**src/rtl/chimera_pkg.sv**
```systemverilog
// Shared types for the Chimera cluster power/clock gating control.
// Holds the per-cluster gate FSM state encoding and output decode.
package chimera_pkg;

   localparam int unsigned ExtClusters = 5;

   typedef enum logic [2:0] {
      CG_OFF  = 3'd0,
      CG_WAKE = 3'd1,
      CG_ON   = 3'd2,
      CG_ISO  = 3'd3,
      CG_GATE = 3'd4
   } cluster_gate_state_e;

   typedef struct packed {
      logic clk_en;
      logic rst;
      logic iso;
      logic busy;
   } cluster_gate_out_t;

   // Output levels seen by the cluster in each gate state.
   function automatic cluster_gate_out_t gate_outputs(
      input cluster_gate_state_e s,
      input logic                iso_en
   );
      cluster_gate_out_t o;
      o = '{clk_en: 1'b0, rst: 1'b1, iso: 1'b1, busy: 1'b0};
      case (s)
         CG_WAKE: o = '{clk_en: 1'b1, rst: 1'b1, iso: 1'b1, busy: 1'b1};
         CG_ON:   o = '{clk_en: 1'b1, rst: 1'b0, iso: 1'b0, busy: 1'b0};
         CG_ISO:  o = '{clk_en: 1'b1, rst: 1'b0, iso: 1'b1, busy: 1'b1};
         CG_GATE: o = '{clk_en: 1'b1, rst: 1'b1, iso: 1'b1, busy: 1'b1};
         default: o = '{clk_en: 1'b0, rst: 1'b1, iso: 1'b1, busy: 1'b0};
      endcase
      o.iso = o.iso & iso_en;
      return o;
   endfunction

endpackage

```
**src/rtl/chimera_cluster_gate_fsm.sv**
```systemverilog
// Power sequencing FSM for a single cluster domain.
// Wake holds reset for a fixed time, power-down waits for isolation.
module chimera_cluster_gate_fsm
   import chimera_pkg::*;
#(
   parameter int unsigned RstCycles       = 8,
   parameter int unsigned IsoTimeout      = 255,
   parameter bit          IsolateClusters = 1'b1
) (
   input  logic                clk_i,
   input  logic                rst_i,
   input  logic                en_i,
   input  logic                grant_i,
   input  logic                iso_ack_i,
   input  logic                err_clr_i,
   output logic                req_o,
   output logic                wake_o,
   output logic                clk_en_o,
   output logic                rst_o,
   output logic                isolate_o,
   output logic                busy_o,
   output logic                timeout_o,
   output cluster_gate_state_e state_o
);

   localparam int unsigned WakeW = $clog2(RstCycles);
   localparam int unsigned IsoW  = $clog2(IsoTimeout + 1);

   localparam logic [WakeW-1:0] WakeLoad = WakeW'(RstCycles - 1);
   localparam logic [IsoW-1:0]  IsoLoad  = IsoW'(IsoTimeout - 1);

   cluster_gate_state_e state_q, state_d;
   logic [WakeW-1:0]    wake_cnt_q, wake_cnt_d;
   logic [IsoW-1:0]     iso_cnt_q, iso_cnt_d;
   logic                timeout_q, timeout_d;
   logic                to_set;
   cluster_gate_out_t   out_q, out_d;

   // Next state, counters and sticky timeout flag.
   always_comb begin
      state_d    = state_q;
      wake_cnt_d = wake_cnt_q;
      iso_cnt_d  = iso_cnt_q;
      to_set     = 1'b0;
      unique case (state_q)
         CG_OFF: begin
            if (en_i && grant_i) begin
               state_d    = CG_WAKE;
               wake_cnt_d = WakeLoad;
            end
         end
         CG_WAKE: begin
            if (wake_cnt_q == '0) begin
               state_d = CG_ON;
            end else begin
               wake_cnt_d = wake_cnt_q - 1'b1;
            end
         end
         CG_ON: begin
            if (!en_i) begin
               if (IsolateClusters) begin
                  state_d   = CG_ISO;
                  iso_cnt_d = IsoLoad;
               end else begin
                  state_d = CG_GATE;
               end
            end
         end
         CG_ISO: begin
            if (iso_ack_i) begin
               state_d = CG_GATE;
            end else if (iso_cnt_q == '0) begin
               state_d = CG_GATE;
               to_set  = 1'b1;
            end else begin
               iso_cnt_d = iso_cnt_q - 1'b1;
            end
         end
         CG_GATE: state_d = CG_OFF;
         default: state_d = CG_OFF;
      endcase
      timeout_d = to_set | (timeout_q & ~err_clr_i);
      out_d     = gate_outputs(state_d, IsolateClusters);
   end

   // State, counters and registered cluster outputs.
   always_ff @(posedge clk_i or posedge rst_i) begin
      if (rst_i) begin
         state_q    <= CG_OFF;
         wake_cnt_q <= '0;
         iso_cnt_q  <= '0;
         timeout_q  <= 1'b0;
         out_q      <= gate_outputs(CG_OFF, IsolateClusters);
      end else begin
         state_q    <= state_d;
         wake_cnt_q <= wake_cnt_d;
         iso_cnt_q  <= iso_cnt_d;
         timeout_q  <= timeout_d;
         out_q      <= out_d;
      end
   end

   assign req_o     = (state_q == CG_OFF) && en_i;
   assign wake_o    = (state_q == CG_WAKE);
   assign clk_en_o  = out_q.clk_en;
   assign rst_o     = out_q.rst;
   assign isolate_o = out_q.iso;
   assign busy_o    = out_q.busy;
   assign timeout_o = timeout_q;
   assign state_o   = state_q;

endmodule

```
**src/rtl/chimera_cluster_gate_ctrl.sv**
```systemverilog
// Clock/reset/isolation gating for all Chimera cluster domains.
// Wakes are serialised by a round-robin grant to bound inrush.
module chimera_cluster_gate_ctrl
   import chimera_pkg::*;
#(
   parameter int unsigned NumClusters     = ExtClusters,
   parameter int unsigned RstCycles       = 8,
   parameter int unsigned IsoTimeout      = 255,
   parameter bit          IsolateClusters = 1'b1
) (
   input  logic                     clk_i,
   input  logic                     rst_i,
   input  logic [NumClusters-1:0]   en_i,
   input  logic [NumClusters-1:0]   iso_ack_i,
   input  logic [NumClusters-1:0]   err_clr_i,
   output logic [NumClusters-1:0]   clk_en_o,
   output logic [NumClusters-1:0]   rst_o,
   output logic [NumClusters-1:0]   isolate_o,
   output logic [3*NumClusters-1:0] state_o,
   output logic [NumClusters-1:0]   timeout_o,
   output logic                     busy_o
);

   localparam int unsigned PtrW =
      (NumClusters > 1) ? $clog2(NumClusters) : 1;

   logic [NumClusters-1:0] req;
   logic [NumClusters-1:0] wake;
   logic [NumClusters-1:0] grant;
   logic [NumClusters-1:0] busy;
   logic [PtrW-1:0]        ptr_q, ptr_d;
   logic                   found;

   cluster_gate_state_e    st [NumClusters];

   // Round-robin wake grant, only while no cluster is waking.
   always_comb begin
      grant = '0;
      ptr_d = ptr_q;
      found = 1'b0;
      if (!(|wake)) begin
         for (int i = 0; i < int'(NumClusters); i++) begin
            if (!found && req[i] && (i >= int'(ptr_q))) begin
               grant[i] = 1'b1;
               found    = 1'b1;
               ptr_d    = (i == int'(NumClusters) - 1) ? '0 : PtrW'(i + 1);
            end
         end
         for (int i = 0; i < int'(NumClusters); i++) begin
            if (!found && req[i] && (i < int'(ptr_q))) begin
               grant[i] = 1'b1;
               found    = 1'b1;
               ptr_d    = (i == int'(NumClusters) - 1) ? '0 : PtrW'(i + 1);
            end
         end
      end
   end

   // Round-robin pointer: next index to search from.
   always_ff @(posedge clk_i or posedge rst_i) begin
      if (rst_i) begin
         ptr_q <= '0;
      end else begin
         ptr_q <= ptr_d;
      end
   end

   for (genvar g = 0; g < NumClusters; g++) begin : g_cl
      chimera_cluster_gate_fsm #(
         .RstCycles       (RstCycles),
         .IsoTimeout      (IsoTimeout),
         .IsolateClusters (IsolateClusters)
      ) u_fsm (
         .clk_i     (clk_i),
         .rst_i     (rst_i),
         .en_i      (en_i[g]),
         .grant_i   (grant[g]),
         .iso_ack_i (iso_ack_i[g]),
         .err_clr_i (err_clr_i[g]),
         .req_o     (req[g]),
         .wake_o    (wake[g]),
         .clk_en_o  (clk_en_o[g]),
         .rst_o     (rst_o[g]),
         .isolate_o (isolate_o[g]),
         .busy_o    (busy[g]),
         .timeout_o (timeout_o[g]),
         .state_o   (st[g])
      );
      assign state_o[3*g +: 3] = st[g];
   end

   assign busy_o = |busy;

endmodule

```
**config.mk**
```make
export PLATFORM = sky130hd
export DESIGN_NAME = chimera_cluster_gate_ctrl
export DESIGN_NICKNAME = d
export VERILOG_FILES = /design/src/rtl/chimera_pkg.sv /design/src/rtl/chimera_cluster_gate_fsm.sv /design/src/rtl/chimera_cluster_gate_ctrl.sv
export SDC_FILE = /design/constraint.sdc
export NUM_CORES = 1
export LEC_CHECK = 0
export CAP_MARGIN = 20
export CORE_MARGIN = 2
export CORE_UTILIZATION = 60
export DETAILED_ROUTE_END_ITERATION = 7
export MAX_ROUTING_LAYER = met4
export PLACE_DENSITY = 0.9
export SLEW_MARGIN = 25
export SYNTH_ARGS = -nofsm -noshare
export SYNTH_HDL_FRONTEND = slang
export SYNTH_SLANG_ARGS = --single-unit
```
**constraint.sdc**
```tcl
create_clock -name clk_i -period 6 [get_ports clk_i]
set_clock_uncertainty 0.15 [all_clocks]
set_input_delay 0.9 -clock clk_i [delete_from_list [all_inputs] [get_ports clk_i]]
set_output_delay 0.9 -clock clk_i [all_outputs]
set_load 0.1 [all_outputs]
```
# Yosys cells after proc, flatten, opt, wreduce, memory -nomap -nowiden
# Index checks and enable logic that the tools add are counted.
[classes]
add_sub_neg = 10
bitwise_logic = 16
n_mux = 123
n_reduce_logical = 82
magnitude_cmp = 10
eq_ne = 60
[ops]
columns = ["cell", "count"]
rows = [
  ["3-bit two-way mux", 45],
  ["8-bit two-way mux", 15],
  ["8-bit one-hot mux with 2 select lines", 5],
  ["3-bit by 2-bit equality test with 1-bit output (second input constant)", 20],
  ["3-bit one-hot mux with 4 select lines", 5],
  ["4-bit one-hot mux with 3 select lines", 5],
  ["1-bit two-way mux", 42],
  ["8-bit zero test", 5],
  ["2-bit != test (second input constant)", 20],
  ["8-bit by 1-bit subtractor with 8-bit output (second input constant)", 5],
  ["3-bit by 1-bit equality test with 1-bit output (second input constant)", 10],
  ["3-bit zero test", 10],
  ["3-bit one-hot mux with 2 select lines", 5],
  ["1-bit logical AND", 29],
  ["4-bit AND reduction", 5],
  ["2-bit nonzero test", 10],
  ["3-bit equality test (second input constant)", 5],
  ["3-bit AND reduction", 5],
  ["3-bit by 1-bit subtractor with 3-bit output (second input constant)", 5],
  ["2-bit by 1-bit != test with 1-bit output (second input constant)", 5],
  ["10-bit nonzero test", 1],
  ["2-bit OR reduction", 5],
  ["5-bit OR reduction", 2],
  ["1-bit zero test", 9],
  ["11 further kinds", 28],
]
[word_totals]
reg_bits = 98
input_bits = 17
elab_cells = 342

# Logic depth before layout (Yosys ltp)
# Gate-level depths: netlist of the first run.
[logic_depth]
word_depth = 56
depth_mapped = 9
depth_no_buf = 8

# By module
# Synthesis of the first run repeated with hierarchy kept, for this count alone.
[unflattened]
cells_unflattened = 553
area_unflattened_um2 = 5502.8
[by_module_without_submodules]
columns = ["module", "seq_area_each_um2", "cells_each", "instances", "area_each_um2"]
rows = [
  ["chimera_cluster_gate_fsm (g_cl[0].u_fsm ...)", 478.0, 97, 4, 989.7],
  ["chimera_cluster_gate_fsm (g_cl[4].u_fsm)", 478.0, 98, 1, 1054.8],
  ["chimera_cluster_gate_ctrl", 75.1, 67, 1, 489.2],
]

# Least setup slack after synthesis of the first run
# No wires, ideal clock.
[synth_path]
path_type = "reg-to-reg"
from = "register g_cl[1].u_fsm.state_q[0]"
to = "register g_cl[4].u_fsm.state_q[0]"
setup_slack_ps = 3281
stages_incl_launch_ff = 6
setup_ps = 124
period_less_slack_ps = 2719
arrival_time_ps = 2445
path_cell_list = "dfrtp_1 > nor3b_1 > nor2_8 > and4b_4 > o21a_1 > or2_1"
[synth_via]
elab_chain_cells = 49
word_cells_on_any_way = 52
[synth_lines]
columns = ["item", "line_no", "rtl"]
rows = [
  ["start: declaration", "chimera_cluster_gate_fsm.sv:32", "cluster_gate_state_e state_q, state_d;"],
  ["start signal: assignment", "chimera_cluster_gate_fsm.sv:95", "state_q <= state_d;"],
  ["3-bit zero test", "chimera_cluster_gate_fsm.sv:103", "assign req_o = (state_q == CG_OFF) && en_i;"],
  ["1-bit logical AND", "chimera_cluster_gate_fsm.sv:103", ""],
  ["1-bit logical AND (2 in a row)", "chimera_cluster_gate_ctrl.sv:43", "if (!found && req[i] && (i >= int'(ptr_q))) begin"],
  ["1-bit two-way mux", "chimera_cluster_gate_ctrl.sv:43", ""],
  ["1-bit two-way mux", "chimera_cluster_gate_ctrl.sv:41", "if (!(|wake)) begin"],
  ["1-bit zero test", "chimera_cluster_gate_ctrl.sv:43", ""],
  ["1-bit logical AND (2 in a row)", "chimera_cluster_gate_ctrl.sv:43", ""],
  ["1-bit two-way mux", "chimera_cluster_gate_ctrl.sv:43", ""],
  ["[31 not listed]", "--", ""],
  ["1-bit zero test", "chimera_cluster_gate_ctrl.sv:50", "if (!found && req[i] && (i < int'(ptr_q))) begin"],
  ["1-bit logical AND (2 in a row)", "chimera_cluster_gate_ctrl.sv:50", ""],
  ["1-bit two-way mux", "chimera_cluster_gate_ctrl.sv:50", ""],
  ["5-bit two-way mux (*)", "chimera_cluster_gate_ctrl.sv:41", ""],
  ["1-bit logical AND (*)", "chimera_cluster_gate_fsm.sv:47", "if (en_i && grant_i) begin"],
  ["3-bit two-way mux (*)", "chimera_cluster_gate_fsm.sv:47", ""],
  ["3-bit one-hot mux with 4 select lines (*)", "chimera_cluster_gate_fsm.sv:45", "unique case (state_q)"],
  ["via g_cl[4].u_fsm.state_d[0]", "chimera_cluster_gate_fsm.sv:32", ""],
  ["end signal: assignment", "chimera_cluster_gate_fsm.sv:95", ""],
  ["end: declaration", "chimera_cluster_gate_fsm.sv:32", ""],
]
# Mark *: on every way through the listed nets, which the timed path passes. The rest lies on a longest branch. The select of a mux whose other input is x is not followed.
# A chain may end at the register's enable or synchronous reset.

# Worst setup path after layout of the first run
[layout_path]
from = "register g_cl[4].u_fsm.state_q[0]"
to = "output port state_o[12]"
[layout_lines]
columns = ["item", "line_no", "rtl"]
rows = [
  ["end: declaration", "chimera_cluster_gate_ctrl.sv:19", "output logic [3*NumClusters-1:0] state_o,"],
]
# No word-level cell between the ends.

==> results of run 1 <==
## final timing paths
check | startpoint | to | slack (ps) | cells after the start
setup / recovery | g_cl[4].u_fsm.state_o[0]$_DFF_PP0_ | state_o[12] | 2830 | 1
hold / removal | g_cl[0].u_fsm.iso_cnt_q[5]$_DFFE_PP0P_ | g_cl[0].u_fsm.iso_cnt_q[5]$_DFFE_PP0P_ | 330 | 1
setup reg to reg | g_cl[1].u_fsm.state_o[2]$_DFF_PP0_ | g_cl[2].u_fsm.clk_en_o$_DFF_PP0_ | 3460 | 6
hold reg to reg | g_cl[0].u_fsm.iso_cnt_q[5]$_DFFE_PP0P_ | g_cl[0].u_fsm.iso_cnt_q[5]$_DFFE_PP0P_ | 330 | 1
max in group asynchronous | rst_i | g_cl[0].u_fsm.iso_cnt_q[0]$_DFFE_PP0P_ | 3760 | 3
min in group asynchronous | rst_i | g_cl[2].u_fsm.iso_cnt_q[6]$_DFFE_PP0P_ | 800 | 2
## cell type report
cell class	count	area, µm²	share of cell area (%)
Sequential cell	98	2460	43.2
Multi-Input combinational cell	343	2240	39.2
Clock buffer	10	138	2.41
Clock inverter	6	66.3	1.16
Timing Repair Buffer	53	528	9.25
Inverter	38	144	2.52
Tap cell	105	131	2.30
## per-layer routing
| metal | part of all wire, % | vias up | GRT usage (%) |
|---|---|---|---|
| li1 | - | 1826 | - |
| met1 | 45 | 1830 | 28.9 |
| met2 | 50 | 73 | 39.6 |
| met3 | 3.2 | 14 | 4.51 |
| met4 | 1.5 | 0 | 7.62 |
| met5 | 0 | - | - |
## synth_stat cells (all sizes together), types with 2 or more instances
library cell  number
a211o              2
a211oi             2
a21oi             21
a22o               3
a22oi              2
a31oi              4
and2               4
and3               6
buf               24
clkbuf             7
dfrtp             88
dfstp             10
ha                15
inv               38
mux2i              3
nand2             58
nand2b            10
nand3             14
nand3b             6
nand4              4
nor2              37
nor2b              8
nor3              25
nor3b              8
nor4              10
nor4b             11
o21a               5
o21ai             24
o22ai              2
o31a               2
or2                3
or3                6
or4                4
or4b               5
xnor2             13
xor2               9
## flip-flops by register name (all words and copies together) (netlist names)
name                   cells
g_cl.u_fsm.busy_o          5
g_cl.u_fsm.rst_o           5
g_cl.u_fsm.clk_en_o        5
g_cl.u_fsm.wake_cnt_q     15
g_cl.u_fsm.isolate_o       5
g_cl.u_fsm.state_o        15
g_cl.u_fsm.timeout_o       5
g_cl.u_fsm.iso_cnt_q      40
ptr_q                      3
## per-stage QoR
stage               util (%)  instance area, µm²  power, µW  setup WS (ps)
finish                  69.9                5710       3150           2830
detailed placement      67.4                5510       2710           2590
global placement        67.4                5510       2640           2660
CTS                     69.9                5710       3150           2810
global route            69.9                5710       3330           2740
floorplan                  -                5040       2410           2400
## where the power goes
| group | internal (µW) | switching, µW | total [µW] |
|---|---|---|---|
| Combinational | 482 | 1060 | 1540 |
| Sequential | 928 | 244 | 1170 |
| Clock | 204 | 232 | 436 |
## cells by family (layout without fill, tap and decap cells)
| logic type | Yosys count | count (layout) | synth area share (%) |
|---|---|---|---|
| AO/OA/AOI/OAI | 79 | 79 | 11.1 |
| XOR/XNOR | 22 | 22 | 3.82 |
| adder cells (fa/ha/maj) | 15 | 15 | 3.72 |
| buffers and inverters | 69 | 107 | 6.70 |
| flip-flops | 98 | 98 | 48.9 |
| multiplexers | 4 | 4 | 0.819 |
| AND/OR/NAND/NOR | 223 | 223 | 25.0 |
## placed cells by master, fill, tap and decap left out, types with 10 or more instances in the layout
master           instances
dfrtp_1                 88
nand2_1                 58
clkdlybuf4s50_1         52
inv_1                   37
nor2_1                  36
nor3_1                  25
o21ai_0                 24
a21oi_1                 20
ha_1                    15
nand3_1                 14
xnor2_1                 13
nand2b_1                10
clkbuf_8                10
dfstp_2                 10
==> impl_metrics.py, run 1 <==
metrics = {
    "run_status": {
        "status": "finished clean",
    },
    "critical_path": {
        "max_stage_delay_ps": 1210,
        "cp.required_ps": 4950,
        "cp-end-kind": "output port",
        "crit_slowest_cell": "clkdlybuf4s50_1",
        "crit_buf_inv": 1,
        "critical_path_class": "flop to output port",
        "path_cells": "clkdlybuf4s50_1",
        "path_delay_family": "buffers and inverters",
        "worstPathMaxFanout": 12,
        "startpoint_type": "flop",
        "arrival_ps": 2120,
    },
    "synth": {
        "yosysTopAreaCell": "dfrtp_1",
        "synthesis.nets": 542,
        "synth_ff_type": "dfrtp_1",
        "ys_warn_count": 0,
        "ys_seq_elements": 98,
        "ys_seq_area_share_pct": 48.9,
        "synth_area_leaders": "dfrtp_1 (44%), dfstp_2 (5.2%), nand2_1 (4.3%), ha_1 (3.7%), buf_4 (3.0%)",
        "synth_edf_count": 0,
        "syn_area_um2": 5040,
        "synthCells": 510,
        "async_flop_share_pct": 100,
        "yosys.area.top_type_share_pct": 43.7,
        "syn_avg_cell_area_um2": 9.88,
        "yosysUniqueCellTypes": 67,
    },
    "flow_run": {
        "drv_cap": 0,
    },
    "place": {
        "dp_cells": 637,
        "place_congestion": 0.937,
        "numPortBuffers": 52,
        "dp.final_hpwl_um": 6980,
    },
    "grt": {
        "antenna_found_initial": 0,
        "grt_use_total_pct": 23.6,
        "grt_pass1_vias": 3728,
        "grt_pass1_wl_um": 16500,
        "grt-ovfl-total": 0,
        "grt_max_degree": 58,
    },
    "layout": {
        "fill_cells": 572,
        "area_growth_pct": 13.3,
        "instances_no_fill": 653,
        "antenna_cells": 0,
        "nNetsFinal": 575,
        "drive_above_1_share_pct": 8.94,
    },
    "route": {
        "final_antenna_net_count": 0,
        "route.detailed.drc": 0,
        "viasPerCell": 5.73,
        "drtIter0Drc": 271,
        "dr.pass1.iters": 4,
        "vias": 3743,
        "wl_um": 9760,
        "wl_per_cell_um": 14.9,
    },
    "timing": {
        "maxSlewHeadroom_pct": 33.9,
        "final_hold_viol_count": 0,
        "worst_pin_slew_ps": 989,
        "setup_tns_ps": 0,
        "drv_slew": 0,
        "timing.hold.ws_ps": 328,
        "finalSetupViolations": 0,
        "rsz0062_at_grt": "false",
        "fin_crit_ps": 3170,
        "finalCritPeriodShare_pct": 52.9,
        "fmax_ghz": 0.315,
    },
    "clock_tree": {
        "cts.sinks": 98,
        "cts_hold_buf": 0,
        "post_cts_resized": 0,
        "clk_pin_slew_ps": 80,
        "cts_inserted_buffers": 9,
        "cts_setup_buffers": 0,
        "h-tree-depth": 3,
        "clk_latency_ps": 360,
        "root_buffer": "clkbuf_8",
        "cts_tree": "yes",
        "cts_buffer_depth": 2,
    },
    "die": {
        "core_area_um2": 8180,
        "initial_core_util_pct": 61.7,
        "io_pins": 53,
        "dieWidth_um": 95.7,
        "die-area_um2": 9150,
        "rows": 33,
        "die_h_um": 95.7,
    },
    "power_and_ir_drop": {
        "p_per_area_nw_per_um2": 551,
        "ir_worst_vdd_mv": 0.329,
        "leakage_uw": 0.00238,
    },
    "hold_path": {
        "hp-class": "flop to flop",
    },
}
Note: power is estimated with default switching activity, not from simulation.
==> run 2, diff against run 1 <==
--- a/config.mk
+++ b/config.mk
@@ -7,10 +7,10 @@
 export LEC_CHECK = 0
 export CAP_MARGIN = 20
 export CORE_MARGIN = 2
-export CORE_UTILIZATION = 60
+export CORE_UTILIZATION = 57
 export DETAILED_ROUTE_END_ITERATION = 7
 export MAX_ROUTING_LAYER = met4
-export PLACE_DENSITY = 0.9
+export PLACE_DENSITY = 0.86
 export SLEW_MARGIN = 25
 export SYNTH_ARGS = -nofsm -noshare
 export SYNTH_HDL_FRONTEND = slang
==> constraint.sdc (replaced) <==
create_clock -name clk_i -period 3 [get_ports clk_i]
set_clock_uncertainty 0.15 [all_clocks]
set_input_delay 0.45 -clock clk_i [delete_from_list [all_inputs] [get_ports clk_i]]
set_output_delay 0.45 -clock clk_i [all_outputs]
set_load 0.1 [all_outputs]
==> run 2 against run 1 <==
  * Design area up 0.57%
  * Sequential share of layout area down 0.24 points
  * Utilization down 3.3 points
  * Via count rose by 1.0%
  * Wire length down 1.4%
  * Largest cell class unchanged
  * Flip-flop and latch count is the same
  * Power increased by 100%
  * Non-clock buffer count increased by 9
==> impl_metrics.py, run 2 (synthesis results as in run 1) <==
metrics = {
    "clock_tree": {
        "clk_pin_slew_ps": 90,
        "cts_buffer_depth": 2,
        "h-tree-depth": 3,
        "cts_setup_buffers": 0,
        "cts_tree": "yes",
        "cts.sinks": 98,
        "cts_hold_buf": 0,
        "cts_inserted_buffers": 9,
        "post_cts_resized": 0,
        "root_buffer": "clkbuf_8",
        "clk_latency_ps": 360,
    },
    "hold_path": {
        "min_to": "g_cl[0].u_fsm.iso_cnt_q[5]$_DFFE_PP0P_",
        "min_path_cells": 1,
        "hold_start": "g_cl[0].u_fsm.iso_cnt_q[5]$_DFFE_PP0P_",
        "hp-class": "flop to flop",
    },
    "place": {
        "dpl-instance-area_um2": 5500,
        "numPortBuffers": 52,
        "place_congestion": 0.839,
        "dp.final_hpwl_um": 6860,
    },
    "timing": {
        "setup_tns_ps": 0,
        "fin_crit_ps": 2380,
        "finalCritPeriodShare_pct": 79.2,
        "maxSlewHeadroom_pct": 54.1,
        "rsz0062_at_grt": "false",
        "worst_pin_slew_ps": 682,
        "fmax_ghz": 0.421,
        "finalSetupViolations": 0,
        "final_hold_viol_count": 0,
        "drv_slew": 0,
    },
    "critical_path": {
        "reg2reg_from": "g_cl[2].u_fsm.iso_cnt_q[0]$_DFFE_PP0P_",
        "reg2reg_slack_ps": 620,
        "startpoint_type": "flop",
        "max_stage_delay_ps": 410,
        "path_cells": "inv_1, ha_1, nor3b_1, a211oi_1, o21ai_0, nor4b_1, xnor2_1, nand2_1",
        "arrival_ps": 2470,
        "crit_slowest_cell": "nor4b_1",
        "worstPathMaxFanout": 5,
        "r2r-end": "g_cl[2].u_fsm.iso_cnt_q[7]$_DFFE_PP0P_",
        "cp.required_ps": 3100,
        "cp-end-kind": "flop",
        "critical_path_class": "flop to flop",
        "reg2reg_depth": 8,
    },
    "route": {
        "route.detailed.drc": 0,
        "drtIter0Drc": 294,
        "wl_per_cell_um": 14.5,
        "dr.pass1.iters": 4,
        "vias": 3782,
        "wl_um": 9620,
        "viasPerCell": 5.70,
        "final_antenna_net_count": 0,
    },
    "grt": {
        "grt_max_degree": 99,
        "antenna_found_initial": 0,
        "grt_use_total_pct": 21.8,
        "grt_pass1_vias": 3784,
        "grt-ovfl-total": 0,
        "grt_pass1_wl_um": 16700,
    },
    "die": {
        "core_area_um2": 8640,
        "io_pins": 53,
        "die_h_um": 98.0,
        "dieWidth_um": 98.0,
        "rows": 34,
        "initial_core_util_pct": 58.4,
        "die-area_um2": 9610,
    },
    "layout": {
        "area_growth_pct": 13.9,
        "layout_commonest_cell": "dfrtp_1",
        "antenna_cells": 0,
        "regMostFlops": "g_cl.u_fsm.iso_cnt_q",
        "largest_reg_flops": 40,
        "finalInstanceArea_um2": 5740,
        "drive_above_1_share_pct": 16.7,
        "nNetsFinal": 584,
        "final_cell_mix": "dfrtp_1 (88), nand2_1 (58), buf_4 (45), inv_1 (37), nor2_1 (36)",
    },
    "flow_run": {
        "drv_cap": 0,
    },
    "power_and_ir_drop": {
        "ir_worst_vdd_mv": 0.629,
        "p_per_area_nw_per_um2": 1120,
        "leakage_uw": 0.00249,
    },
    "run_status": {
        "status": "finished clean",
    },
}
==> run 2: worst max-delay path by stage <==
stage                                                 startpoint                                endpoint  slack, ps  depth (start not counted)
after detailed placement                                 en_i[3]      g_cl[4].u_fsm.state_o[0]$_DFF_PP0_        290                          6
after global placement                                   en_i[3]      g_cl[4].u_fsm.state_o[0]$_DFF_PP0_        320                          6
final                     g_cl[2].u_fsm.iso_cnt_q[0]$_DFFE_PP0P_  g_cl[2].u_fsm.iso_cnt_q[7]$_DFFE_PP0P_        620                          8
after CTS                 g_cl[2].u_fsm.iso_cnt_q[0]$_DFFE_PP0P_  g_cl[2].u_fsm.iso_cnt_q[7]$_DFFE_PP0P_        620                          8
after global routing      g_cl[2].u_fsm.iso_cnt_q[0]$_DFFE_PP0P_  g_cl[2].u_fsm.iso_cnt_q[7]$_DFFE_PP0P_        390                          8
after floorplan               g_cl[1].u_fsm.state_o[0]$_DFF_PP0_      g_cl[4].u_fsm.state_o[0]$_DFF_PP0_        280                          5
==> run 2: through the flow <==
step                      total power [µW]  setup slack (ps)  cells  hold slack [ps]  utilization [%]
final                                 6440               623    664              338             66.5
after global routing                  6820               393    664              366             66.5
after CTS                             6460               618    664              342             66.5
after detailed placement              5440               290    649              320             63.7
after global placement                5300               322    649              306             63.7
after floorplan                       4810               281    510              287                -
==> run 2: where the power goes <==
part           switching (µW)  total, µW  internal [µW]  leakage (µW)
Clock                     447       1020            571      0.000118
Combinational            2120       3090            971       0.00128
Sequential                475       2330           1860       0.00110
==> run 2: final cells by class <==
class / count / area, µm²
clock inverter: 5 / 103
fill: 650 / 2890
clock buffer: 10 / 138
sequential: 98 / 2460
inverter: 38 / 146
tap: 108 / 135
multi-input combinational: 343 / 2240
timing repair buffer: 62 / 518
==> run 2: critical path, delay by kind of cell (launching register included) <==
family | cells | cell delay, ps
and+or+nand+nor | 3 | 670
AOI/OAI and AO/OA | 2 | 610
DFF | 1 | 380
adders and majority gates | 1 | 220
xor gates and xnor gates | 1 | 160
buffers and inverters | 1 | 70
==> run 2: layer usage <==
metal  share of wire [%]  vias to the layer above  track usage (%)
met5                   0                        -                -
met2                  50                       82             35.2
met1                  45                     1854             27.4
li1                    -                     1830                -
met3                 3.7                       16             3.65
met4                 1.9                        0             8.97
==> run 3, diff against run 2 <==
--- a/config.mk
+++ b/config.mk
@@ -7,10 +7,10 @@
 export LEC_CHECK = 0
 export CAP_MARGIN = 20
 export CORE_MARGIN = 2
-export CORE_UTILIZATION = 57
+export CORE_UTILIZATION = 51
 export DETAILED_ROUTE_END_ITERATION = 7
 export MAX_ROUTING_LAYER = met4
-export PLACE_DENSITY = 0.86
+export PLACE_DENSITY = 0.82
 export SLEW_MARGIN = 25
 export SYNTH_ARGS = -nofsm -noshare
 export SYNTH_HDL_FRONTEND = slang
==> constraint.sdc (replaced) <==
create_clock -name clk_i -period 1.9 [get_ports clk_i]
set_clock_uncertainty 0.15 [all_clocks]
set_input_delay 0.285 -clock clk_i [delete_from_list [all_inputs] [get_ports clk_i]]
set_output_delay 0.285 -clock clk_i [all_outputs]
set_load 0.1 [all_outputs]
==> run 3 against run 2 <==
  * The flow now finishes with violations (negative setup slack)
  * Flip-flop and latch count stayed put
  * Non-clock buffer count is 145 higher
  * Setup slack worse by 1000 ps
  * Design area is 43% higher
  * Power is 120% higher
  * Final cell count is 26% higher
  * Sequential power is 64% higher
  * Critical path depth is 1 higher
  * Fmax is 3.9% higher
  * Critical path type unchanged
  * Highest routed layer unchanged
==> impl_metrics.py, run 3 (synthesis results as in run 1) <==
metrics = {
    "place": {
        "dp.final_hpwl_um": 8690,
        "numPortBuffers": 52,
        "dpl-instance-area_um2": 6990,
        "dp_cells": 768,
        "place_congestion": 0.884,
    },
    "layout": {
        "final_cell_mix": "buf_4 (120), dfrtp_1 (71), nand2_1 (52), buf_12 (39), inv_1 (33)",
        "antenna_cells": 0,
        "drive_above_1_share_pct": 51.4,
        "nNetsFinal": 730,
        "layout_commonest_cell": "buf_4",
        "instances_no_fill": 836,
        "finalInstanceArea_um2": 8200,
        "regMostFlops": "g_cl.u_fsm.iso_cnt_q",
        "area_growth_pct": 62.7,
        "largest_reg_flops": 40,
    },
    "timing": {
        "rsz0062_at_grt": "true",
        "finalCritPeriodShare_pct": 120,
        "fin_crit_ps": 2290,
        "drv_slew": 0,
        "maxSlewHeadroom_pct": 64.7,
        "worst_pin_slew_ps": 526,
        "setup_ws_ps": -387,
        "final_hold_viol_count": 0,
        "timing.hold.ws_ps": 191,
        "fmax_ghz": 0.437,
        "finalSetupViolations": 73,
    },
    "die": {
        "rows": 36,
        "die-area_um2": 10700,
        "initial_core_util_pct": 52.1,
        "die_h_um": 103,
        "dieWidth_um": 103,
        "core_area_um2": 9680,
        "io_pins": 53,
    },
    "critical_path": {
        "arrival_ps": 2380,
        "critical_path_class": "flop to flop",
        "cp.required_ps": 2000,
        "worstPathMaxFanout": 5,
        "startpoint_type": "flop",
        "cp-end-kind": "flop",
    },
    "clock_tree": {
        "cts_hold_buf": 0,
        "clk_pin_slew_ps": 110,
        "cts.sinks": 98,
        "h-tree-depth": 3,
        "clk_latency_ps": 400,
        "cts_inserted_buffers": 9,
        "cts_buffer_depth": 2,
        "cts_tree": "yes",
        "root_buffer": "clkbuf_8",
    },
    "grt": {
        "grt_pass1_vias": 4756,
        "grt-ovfl-total": 0,
        "antenna_found_initial": 0,
        "grt_max_degree": 55,
        "grt_use_total_pct": 28.6,
        "grt_pass1_wl_um": 22800,
    },
    "power_and_ir_drop": {
        "fin_total_pwr_uw": 14200,
        "ir_worst_vdd_mv": 0.991,
        "leakage_uw": 0.00358,
        "p_per_area_nw_per_um2": 1730,
    },
    "hold_path": {
        "hp-class": "input port to asynchronous set/reset pin",
    },
    "route": {
        "route.detailed.drc": 0,
        "vias": 5012,
        "final_antenna_net_count": 0,
        "drtIter0Drc": 360,
        "viasPerCell": 6.00,
        "wl_per_cell_um": 21.8,
        "dr.pass1.iters": 5,
        "wl_um": 18300,
    },
    "run_status": {
        "status": "finished with violations",
        "violations": "negative setup slack",
    },
    "flow_run": {
        "drv_cap": 0,
    },
}
==> run 3: power by group <==
part	switching, µW	internal, µW
sequential	874	2960
clock	839	754
combinational	5020	3780
total	6740	7500
==> run 3: path summary, 6_finish.rpt <==
path                                                         from                                     end  slack [ps]  cells after the start
max                            g_cl[1].u_fsm.state_o[2]$_DFF_PP0_                    ptr_q[0]$_DFFE_PP0P_        -390                      9
min                                                         rst_i  g_cl[1].u_fsm.iso_cnt_q[0]$_DFFE_PP0P_         190                      3
max reg2reg                    g_cl[1].u_fsm.state_o[2]$_DFF_PP0_                    ptr_q[0]$_DFFE_PP0P_        -390                      9
min reg2reg                g_cl[4].u_fsm.iso_cnt_q[7]$_DFFE_PP0P_  g_cl[4].u_fsm.iso_cnt_q[7]$_DFFE_PP0P_         370                      2
max in group asynchronous                                   rst_i       g_cl[3].u_fsm.isolate_o$_DFF_PP1_        1080                      3
min in group clk_i                                   err_clr_i[3]       g_cl[3].u_fsm.timeout_o$_DFF_PP0_         280                      2
==> run 3: area by class of cell <==
class,count,area (µm²)
well taps,133,166
flip-flops and latches,98,2490
multi-input cells,344,2980
fillers,419,1480
clock inverters,7,100
repair buffers,207,2200
clock buffers,9,124
inverters,38,146
==> run 3: per-layer routing <==
metal	wire, µm	track usage, %	vias up
met5	0	-	-
met1	6620	31.4	2495
met4	1150	14.2	0
met2	9530	50.8	267
li1	-	-	2141
met3	963	4.03	109
==> run 3: critical path: stages (launching register included) <==
cell and delay, ps:
dfrtp_2 450, buf_12 140, nor4b_4 350, buf_4 210, buf_6 100, o21ai_2 50
a211oi_2 310, o41ai_4 170, nand2_1 120, o21ai_1 90
==> run 3: timing repair <==
| action | CTS | global route |
|---|---|---|
| setup buffers | 25 | 33 |
| pin swaps | 57 | 67 |
| endpoints found under the setup margin | 70 | 84 |
| resized for setup | 51 | 89 |
| cloned | 1 | 0 |
==> run 3: metrics by stage <==
step / setup TNS [ps] / util [%] / worst slack, ps
floorplan: -17010 / - / -478
global placement: -20200 / 72.2 / -517
detailed placement: -23290 / 72.2 / -585
CTS: -8800 / 78.9 / -265
global route: -18100 / 84.7 / -433
finish: -13600 / 84.7 / -387
